### src/rtl/cnn_ctrl_pkg.sv
// Shared control definitions for the CNN array slice: sequencer states and
// default geometry reused by the array, loader and sequencer.
package cnn_ctrl_pkg;

    localparam int unsigned ARRAY_SIZE_DEF   = 9;
    localparam int unsigned VEC_W_DEF        = 8;
    localparam int unsigned FLUSH_CYCLES_DEF = 9;

    typedef enum logic [2:0] {
        IDLE,
        WLOAD,
        CLEAR,
        STREAM,
        FLUSH,
        DONE
    } seq_state_t;

endpackage

### src/rtl/sync_2ff.sv
// Two-flop synchronizer for slow level signals crossing into the local clock.
module sync_2ff #(
    parameter int unsigned WIDTH = 1
) (
    input  logic             clk,
    input  logic             rst,
    input  logic [WIDTH-1:0] d,
    output logic [WIDTH-1:0] q
);

    logic [WIDTH-1:0] meta;

    always_ff @(posedge clk or posedge rst) begin
        if (rst) begin
            meta <= '0;
            q    <= '0;
        end else begin
            meta <= d;
            q    <= meta;
        end
    end

endmodule

### src/rtl/systolic_sequencer.sv
// Per-tile control FSM for the weight-stationary systolic array: weight load
// handshake, accumulator clear, skewed row enables, pipeline flush, done.
module systolic_sequencer
    import cnn_ctrl_pkg::*;
#(
    parameter int unsigned ARRAY_SIZE   = ARRAY_SIZE_DEF,
    parameter int unsigned VEC_W        = VEC_W_DEF,
    parameter int unsigned FLUSH_CYCLES = FLUSH_CYCLES_DEF
) (
    input  logic                  s_clk,
    input  logic                  reset,
    input  logic                  start,
    input  logic [VEC_W-1:0]      num_vectors,
    input  logic                  w_done,
    output logic                  weight_write_enable,
    output logic                  acc_clr,
    output logic [ARRAY_SIZE-1:0] r_en,
    output logic                  busy,
    output logic                  done
);

    localparam int unsigned CW = VEC_W + 1;
    localparam int unsigned FW = $clog2(FLUSH_CYCLES + 1);

    seq_state_t            state, state_nxt;
    logic [VEC_W-1:0]      n_q;
    logic [CW-1:0]         cnt, cnt_nxt, stream_last;
    logic [FW-1:0]         fcnt, fcnt_nxt;
    logic                  w_done_s, w_done_d, w_rise;
    logic [ARRAY_SIZE-1:0] row_en;

    sync_2ff #(.WIDTH(1)) u_w_done_sync (
        .clk (s_clk),
        .rst (reset),
        .d   (w_done),
        .q   (w_done_s)
    );

    assign w_rise      = w_done_s & ~w_done_d;
    assign stream_last = {1'b0, n_q} + CW'(ARRAY_SIZE - 2);

    always_comb begin
        state_nxt = state;
        cnt_nxt   = cnt;
        fcnt_nxt  = fcnt;
        case (state)
            IDLE: begin
                if (start) state_nxt = (num_vectors == '0) ? DONE : WLOAD;
            end
            WLOAD: begin
                if (w_rise) state_nxt = CLEAR;
            end
            CLEAR: begin
                state_nxt = STREAM;
                cnt_nxt   = '0;
            end
            STREAM: begin
                if (cnt == stream_last) begin
                    state_nxt = FLUSH;
                    fcnt_nxt  = '0;
                end else begin
                    cnt_nxt = cnt + 1'b1;
                end
            end
            FLUSH: begin
                if (fcnt == FW'(FLUSH_CYCLES - 1)) state_nxt = DONE;
                else                               fcnt_nxt  = fcnt + 1'b1;
            end
            DONE:    state_nxt = IDLE;
            default: state_nxt = IDLE;
        endcase
    end

    // Row i is live while 0 <= cnt-i < N; below row i the subtraction wraps
    // to a value larger than any N, so one unsigned compare covers both bounds.
    for (genvar i = 0; i < ARRAY_SIZE; i++) begin : g_row
        localparam logic [CW-1:0] ROW = CW'(i);
        assign row_en[i] = (cnt_nxt - ROW) < {1'b0, n_q};
    end

    always_ff @(posedge s_clk or posedge reset) begin
        if (reset) begin
            state               <= IDLE;
            n_q                 <= '0;
            cnt                 <= '0;
            fcnt                <= '0;
            w_done_d            <= 1'b0;
            weight_write_enable <= 1'b0;
            acc_clr             <= 1'b0;
            r_en                <= '0;
            busy                <= 1'b0;
            done                <= 1'b0;
        end else begin
            state <= state_nxt;
            cnt   <= cnt_nxt;
            fcnt  <= fcnt_nxt;
            if (state == IDLE && start) n_q <= num_vectors;
            // Preloading the edge register on WLOAD entry hides a level that
            // was already high, so only a fresh low-to-high edge ends the wait.
            w_done_d <= (state != WLOAD && state_nxt == WLOAD) ? 1'b1 : w_done_s;
            weight_write_enable <= (state_nxt == WLOAD);
            acc_clr             <= (state_nxt == CLEAR);
            r_en                <= (state_nxt == STREAM) ? row_en : '0;
            busy                <= (state_nxt != IDLE);
            done                <= (state_nxt == DONE);
        end
    end

endmodule
### config.mk
export PLATFORM = sky130hd
export DESIGN_NAME = systolic_sequencer
export DESIGN_NICKNAME = d
export VERILOG_FILES = /design/src/rtl/cnn_ctrl_pkg.sv /design/src/rtl/sync_2ff.sv /design/src/rtl/systolic_sequencer.sv
export SDC_FILE = /design/constraint.sdc
export NUM_CORES = 1
export LEC_CHECK = 0
export CAP_MARGIN = 20
export CORE_UTILIZATION = 35
export DETAILED_ROUTE_END_ITERATION = 10
export PLACE_DENSITY_LB_ADDON = 0.1
export SLEW_MARGIN = 20
export SYNTH_ARGS = -nofsm -noshare
export SYNTH_HDL_FRONTEND = slang
export SYNTH_SLANG_ARGS = --single-unit
### constraint.sdc
create_clock -name s_clk -period 5.68 [get_ports s_clk]
set_clock_uncertainty 0.1 [all_clocks]
set_input_delay 1.704 -clock s_clk [delete_from_list [all_inputs] [get_ports s_clk]]
set_output_delay 1.704 -clock s_clk [all_outputs]
set_load 0.01 [all_outputs]
**Word-level counts from Yosys, hierarchy flattened**

Cells that the tools add are included.
W data, S select, Z words.

- Output and inout port bits: 13
- Register bits: 40
- Input bits: 12
- Word-level logic and storage cells: 67

- Add/sub/neg operators: 11
- Mux-type cells: 13
- Equality and inequality tests: 13
- Reduce and logical (&&, ||, !) cells: 7
- Magnitude comparators: 9
- Bitwise logic cells: 2

Operator list:

| cell | count |
|---|---|
| $lt A9 B8 Y1 | 9 |
| $sub A9 B3 Y9 const B | 4 |
| $mux W9 | 2 |
| $pmux W9 S2 | 1 |
| $sub A9 B2 Y9 const B | 2 |
| $mux W3 | 5 |
| $pmux W3 S5 | 1 |
| $eq A3 B2 Y1 const B | 4 |
| $add A8 B3 Y9 const B | 1 |
| $add A9 B1 Y9 const B | 1 |
| $eq A9 B9 Y1 | 1 |
| $sub A9 B1 Y9 const B | 1 |
| $sub A9 B4 Y9 const B | 1 |
| $logic_not A8 Y1 | 1 |
| $mux W4 | 2 |
| $pmux W4 S2 | 1 |
| $eq A3 B1 Y1 const B | 2 |
| $eq A3 B3 Y1 const B | 2 |
| $add A4 B1 Y4 const B | 1 |
| $eq A4 B4 Y1 const B | 1 |
| $ne A2 B2 Y1 const B | 2 |
| $logic_not A3 Y1 | 1 |
| $ne A3 B1 Y1 const B | 1 |
| $reduce_and A3 Y1 | 1 |
| other kinds (6) | 7 |

**Longest topological paths before layout**

- Word-level depth: 7
- Gate-level depth with buffers: 22
- Gate-level depth less buffers: 21

**Modules after synthesis**

From an unflattened synthesis, not the netlist that was laid out.

- Cells, all modules: 523
- Area total of the unflattened synthesis: 4494.3 sq um

Modules (own cells, without submodules):

| module | area an instance (sq um) | cells an instance | times used |
|---|---|---|---|
| systolic_sequencer | 4440.5 | 520 | 1 |
| sync_2ff | 53.8 | 3 | 1 |

**Worst setup path before layout**

No wires, ideal clock.

- Kind: register -> register
- From: register n_q[0]
- To: register r_en[5]
- Path slack: 1.358 ns
- Cell stages (with the launch flop): 19
- Arrival time: 4.126 ns
- Clock period less this slack: 4.322 ns
- Path buffers: 1
- Library setup time: 0.096 ns
- Path through: dfrtp_1 o311a_4 a31o_1 o221a_1 o211a_2 a2111o_1 o211ai_2 buf_4 inv_1 ha_1 a21oi_2 xor2_1 ha_1 o21a_1 o21a_1 o21ai_0 a21o_1 o31ai_1 nor4_2

- Cells in the longest elaborated chain, start to end: 7

RTL lines:

| item | line | source |
|---|---|---|
| from (decl) | systolic_sequencer.sv:26 | `logic [VEC_W-1:0] n_q;` |
| from (signal assigned) | systolic_sequencer.sv:97 | `if (state == IDLE && start) n_q <= num_vectors;` |
| $add A8 B3 Y9 | systolic_sequencer.sv:40 | `assign stream_last = {1'b0, n_q} + CW'(ARRAY_SIZE - 2);` |
| $eq A9 B9 Y1 | systolic_sequencer.sv:58 | `if (cnt == stream_last) begin` |
| $mux W9 | systolic_sequencer.sv:58 |  |
| $pmux W9 S2 | systolic_sequencer.sv:46 | `case (state)` |
| named net cnt_nxt[3] | systolic_sequencer.sv:27 | `logic [CW-1:0] cnt, cnt_nxt, stream_last;` |
| $sub A9 B3 Y9 | systolic_sequencer.sv:78 | `assign row_en[i] = (cnt_nxt - ROW) < {1'b0, n_q};` |
| $lt A9 B8 Y1 | systolic_sequencer.sv:78 |  |
| $mux W9 | systolic_sequencer.sv:103 | `r_en <= (state_nxt == STREAM) ? row_en : '0;` |
| to (signal assigned) | systolic_sequencer.sv:103 |  |
| to (decl) | systolic_sequencer.sv:17 | `output logic [ARRAY_SIZE-1:0] r_en,` |

The timed path passes the listed nets, and every way through them passes these cells.
A chain may end at the register's enable or synchronous reset.

**Final worst setup path**

- From: register n_q[0]
- To: register r_en[1]

- Cells in the longest elaborated chain, start to end: 7

RTL lines:

| item | line |
|---|---|
| $add A8 B3 Y9 | systolic_sequencer.sv:40 |
| $eq A9 B9 Y1 | systolic_sequencer.sv:58 |
| $mux W9 | systolic_sequencer.sv:58 |
| $pmux W9 S2 | systolic_sequencer.sv:46 |
| $sub A9 B1 Y9 | systolic_sequencer.sv:78 |
| $lt A9 B8 Y1 | systolic_sequencer.sv:78 |
| $mux W9 * | systolic_sequencer.sv:103 |

Mark *: on every way between the ends. The rest lies on a longest branch, timed or not.

==> reports/summary.txt <==
CTS tree: built
Hold Startpoint: u_w_done_sync.meta$_DFF_PP0_
Post-route DRC: 1
Antenna violations before repair: 0
Fraction of layout cells with a size suffix above 1: 7.10%
Routability Congestion: 0.813
Total Wirelength: 12000 um
Clock transition at the registers of the reported paths: 60 ps
WP data arrival: 5070 ps
Crit path launch type: flip-flop
Minimum clock period: 4980 ps
# clock sinks: 40
Worst flop-to-flop path startpoint: n_q[0]$_DFFE_PP0P_
Worst slew pin tran: 896 ps
Final antenna-violating net count: 0
Core area: 11600 um2
Pin count of the biggest net entering global routing: 41
Post-CTS sizing: 0
Hold Crit Depth: 0
Distinct cells, synth: 68
Worst Path Required: 5780 ps
Tightest Hold Check Type: reg -> reg
RSZ-0062 raised after global routing: no
Number of synthesized register bits: 40
CTS Buffer Depth: 2
H-tree Lvls: 2
Setup slack, reg-to-reg: 700 ps
Final worst-path cycle share: 87.6%
Total GRT Usage: 20.5%
Final Hold Fails: 0
Die W: 112 um
Final setup vio count: 0
WL per Instance: 18.4 um
Failing checks: design-rule violations
Critical path class: reg -> reg
Worst Hold Path EP: u_w_done_sync.q$_DFF_PP0_
Max-Cap Viols: 0
Share of synthesized registers carrying an async set or reset: 100%
Worst-path fanout max: 12
Worst reg2reg endpoint: r_en[1]$_DFF_PP0_
Die area: 12600 um2
Initial Utilization: 36.7%
Peak Freq: 201 MHz
Crit path capture type: flip-flop
Post-synth top flop: dfrtp_1
Synth-to-layout area growth: 14.1%
Routed wl met3: 435 um
Reg2Reg Depth: 18
HPWL after detailed placement: 8970 um
Nets@finish: 592
Worst-Skew Late Latency: 290 ps
TNS Setup: 0 ps
DR iter-0 viols: 199
Die height: 112 um
Top routing layer in use: met4
First-pass GRT wire length: 19700 um
Number of synthesized flops with an enable pin: 0
Post-synthesis instance total: 478
Slew Viols, Final: 0
Mapped Area: 4260 um2
Gr ovfl total: 0
IO buf count: 24
DR pass1 iterations: 7
Number of setup buffers added after CTS: 0
WL met1: 5700 um
Clock root cell: clkbuf_16
WL met2: 5610 um
Post-CTS Hold Buffers: 0
Register area share after synthesis: 23.5%
Row count: 39
I/O pin cnt: 25
CTS Buf Count: 5
Vias per inst: 5.43
Worst slew margin: 40.2%
Status: finished with violations
Antenna diodes: 0
Ys Warns: 0
DR vias: 3528
Net Count, Synth: 564
Vias in the first global route: 3616
Post-Syn Area per Cell: 8.90 um2
## worst max-delay path by stage
stage	to	slack, ps	start
2_1_floorplan	r_en[5]$_DFF_PP0_	1360	n_q[0]$_DFFE_PP0P_
3_3_place_gp	r_en[6]$_DFF_PP0_	830	n_q[0]$_DFFE_PP0P_
6_report	r_en[1]$_DFF_PP0_	700	n_q[0]$_DFFE_PP0P_
5_1_grt	r_en[1]$_DFF_PP0_	260	n_q[1]$_DFFE_PP0P_
3_5_place_dp	r_en[1]$_DFF_PP0_	680	n_q[0]$_DFFE_PP0P_
4_1_cts	r_en[1]$_DFF_PP0_	660	n_q[0]$_DFFE_PP0P_
## cell type report
| cell class | count | area, um2 |
|---|---|---|
| timing repair buffer | 31 | 293 |
| clock inverter | 2 | 38.8 |
| multi-input combinational | 392 | 3070 |
| tap | 143 | 179 |
| sequential | 40 | 1000 |
| clock buffer | 6 | 139 |
| fill | 1191 | 6760 |
| inverter | 36 | 135 |
## flip-flops by register name, summed over array words and instances, names as in the netlist, 3 cells and up
name and flops:
r_en 9, fcnt 4, state 3, n_q 8, cnt 9
## cells in the mapped netlist (3+ instances only)
library cell	number	area share, %
a2111oi_0	4	0.82
a21boi_0	4	0.71
a21o_1	3	0.53
a21oi_1	23	2.7
a31oi_1	5	0.73
and2_1	4	0.59
and3_1	7	1.0
clkbuf_1	6	0.53
dfrtp_1	40	24
ha_1	74	22
inv_1	34	3.0
nand2_1	46	4.1
nand2b_1	10	1.5
nand3_1	9	1.1
nand4_1	6	0.88
nor2_1	19	1.7
nor2b_1	6	0.88
nor3_1	5	0.59
nor3b_1	3	0.53
nor4_1	12	1.8
o211ai_1	4	0.71
o211ai_2	3	0.88
o21a_1	10	1.8
o21ai_0	25	2.9
o21bai_1	3	0.53
o31ai_1	4	0.71
xnor2_1	45	9.3
xor2_1	16	3.3
## worst max-delay path: stages, from the launching register on
cell and delay, ps:
dfrtp_1 450, inv_1 150, ha_1 330, xnor2_1 120
nor3_1 330, o211a_2 370, a21oi_1 110, o211ai_2 540
inv_1 340, ha_1 400, o21ai_0 260, xnor2_1 180
ha_1 250, o21a_1 170, o21a_1 160, o21ai_0 210
a21o_1 110, o31ai_1 60, nor4_1 220
## layout by cell type, fill, tap and decap left out, types with 3 or more instances in the layout
cell | netlist | final
a21o_1 | 3 | 3
o21bai_1 | 3 | 3
nor2_1 | 19 | 19
clkbuf_16 | 0 | 5
a31oi_1 | 5 | 5
dfrtp_1 | 40 | 40
o211ai_1 | 4 | 4
ha_1 | 74 | 74
inv_1 | 34 | 33
xor2_1 | 16 | 16
inv_2 | 2 | 3
nand2b_1 | 10 | 10
o31ai_1 | 4 | 4
a21boi_0 | 4 | 4
and2_1 | 4 | 4
o21a_1 | 10 | 10
clkdlybuf4s50_1 | 0 | 24
and3_1 | 7 | 7
o211ai_2 | 3 | 3
nand3_1 | 9 | 9
nand2_1 | 46 | 46
nor3b_1 | 3 | 3
a2111oi_0 | 4 | 4
o21ai_0 | 25 | 25
nor4_1 | 12 | 12
nor3_1 | 5 | 5
nand4_1 | 6 | 6
xnor2_1 | 45 | 45
nor2b_1 | 6 | 6
a21oi_1 | 23 | 23
buf_4 | 1 | 7
## stage by stage
stage	util (%)	hold slack (ps)	worst slack, ps	cells	cell area, um2
after global routing	41.8	253	265	650	4860
after detailed placement	40.3	236	679	642	4680
after floorplan	-	231	1360	478	4260
final	41.8	247	705	650	4860
after global placement	40.3	236	828	642	4680
after CTS	41.8	250	661	650	4860
## cells by family (layout without fill, tap and decap cells)
family / Yosys count / in the layout / share of synthesized area [%]
and+or+nand+nor: 146 / 146 / 19.0
DFF: 40 / 40 / 23.5
AOI/OAI and AO/OA: 109 / 109 / 18.4
buffers and inverters: 46 / 75 / 4.35
muxes: 2 / 2 / 0.500
xor gates and xnor gates: 61 / 61 / 12.6
adders and majority gates: 74 / 74 / 21.8
## routing by layer
layer  up-vias  track usage, %
met5         -               0
met4         0            7.38
met3        14            2.70
met2        65            33.7
met1      1674            27.5
li1       1775               -
Power is left out: the tool's default activity adds up to more than one toggle a clock period on the data nets, which glitch-free logic cannot reach.
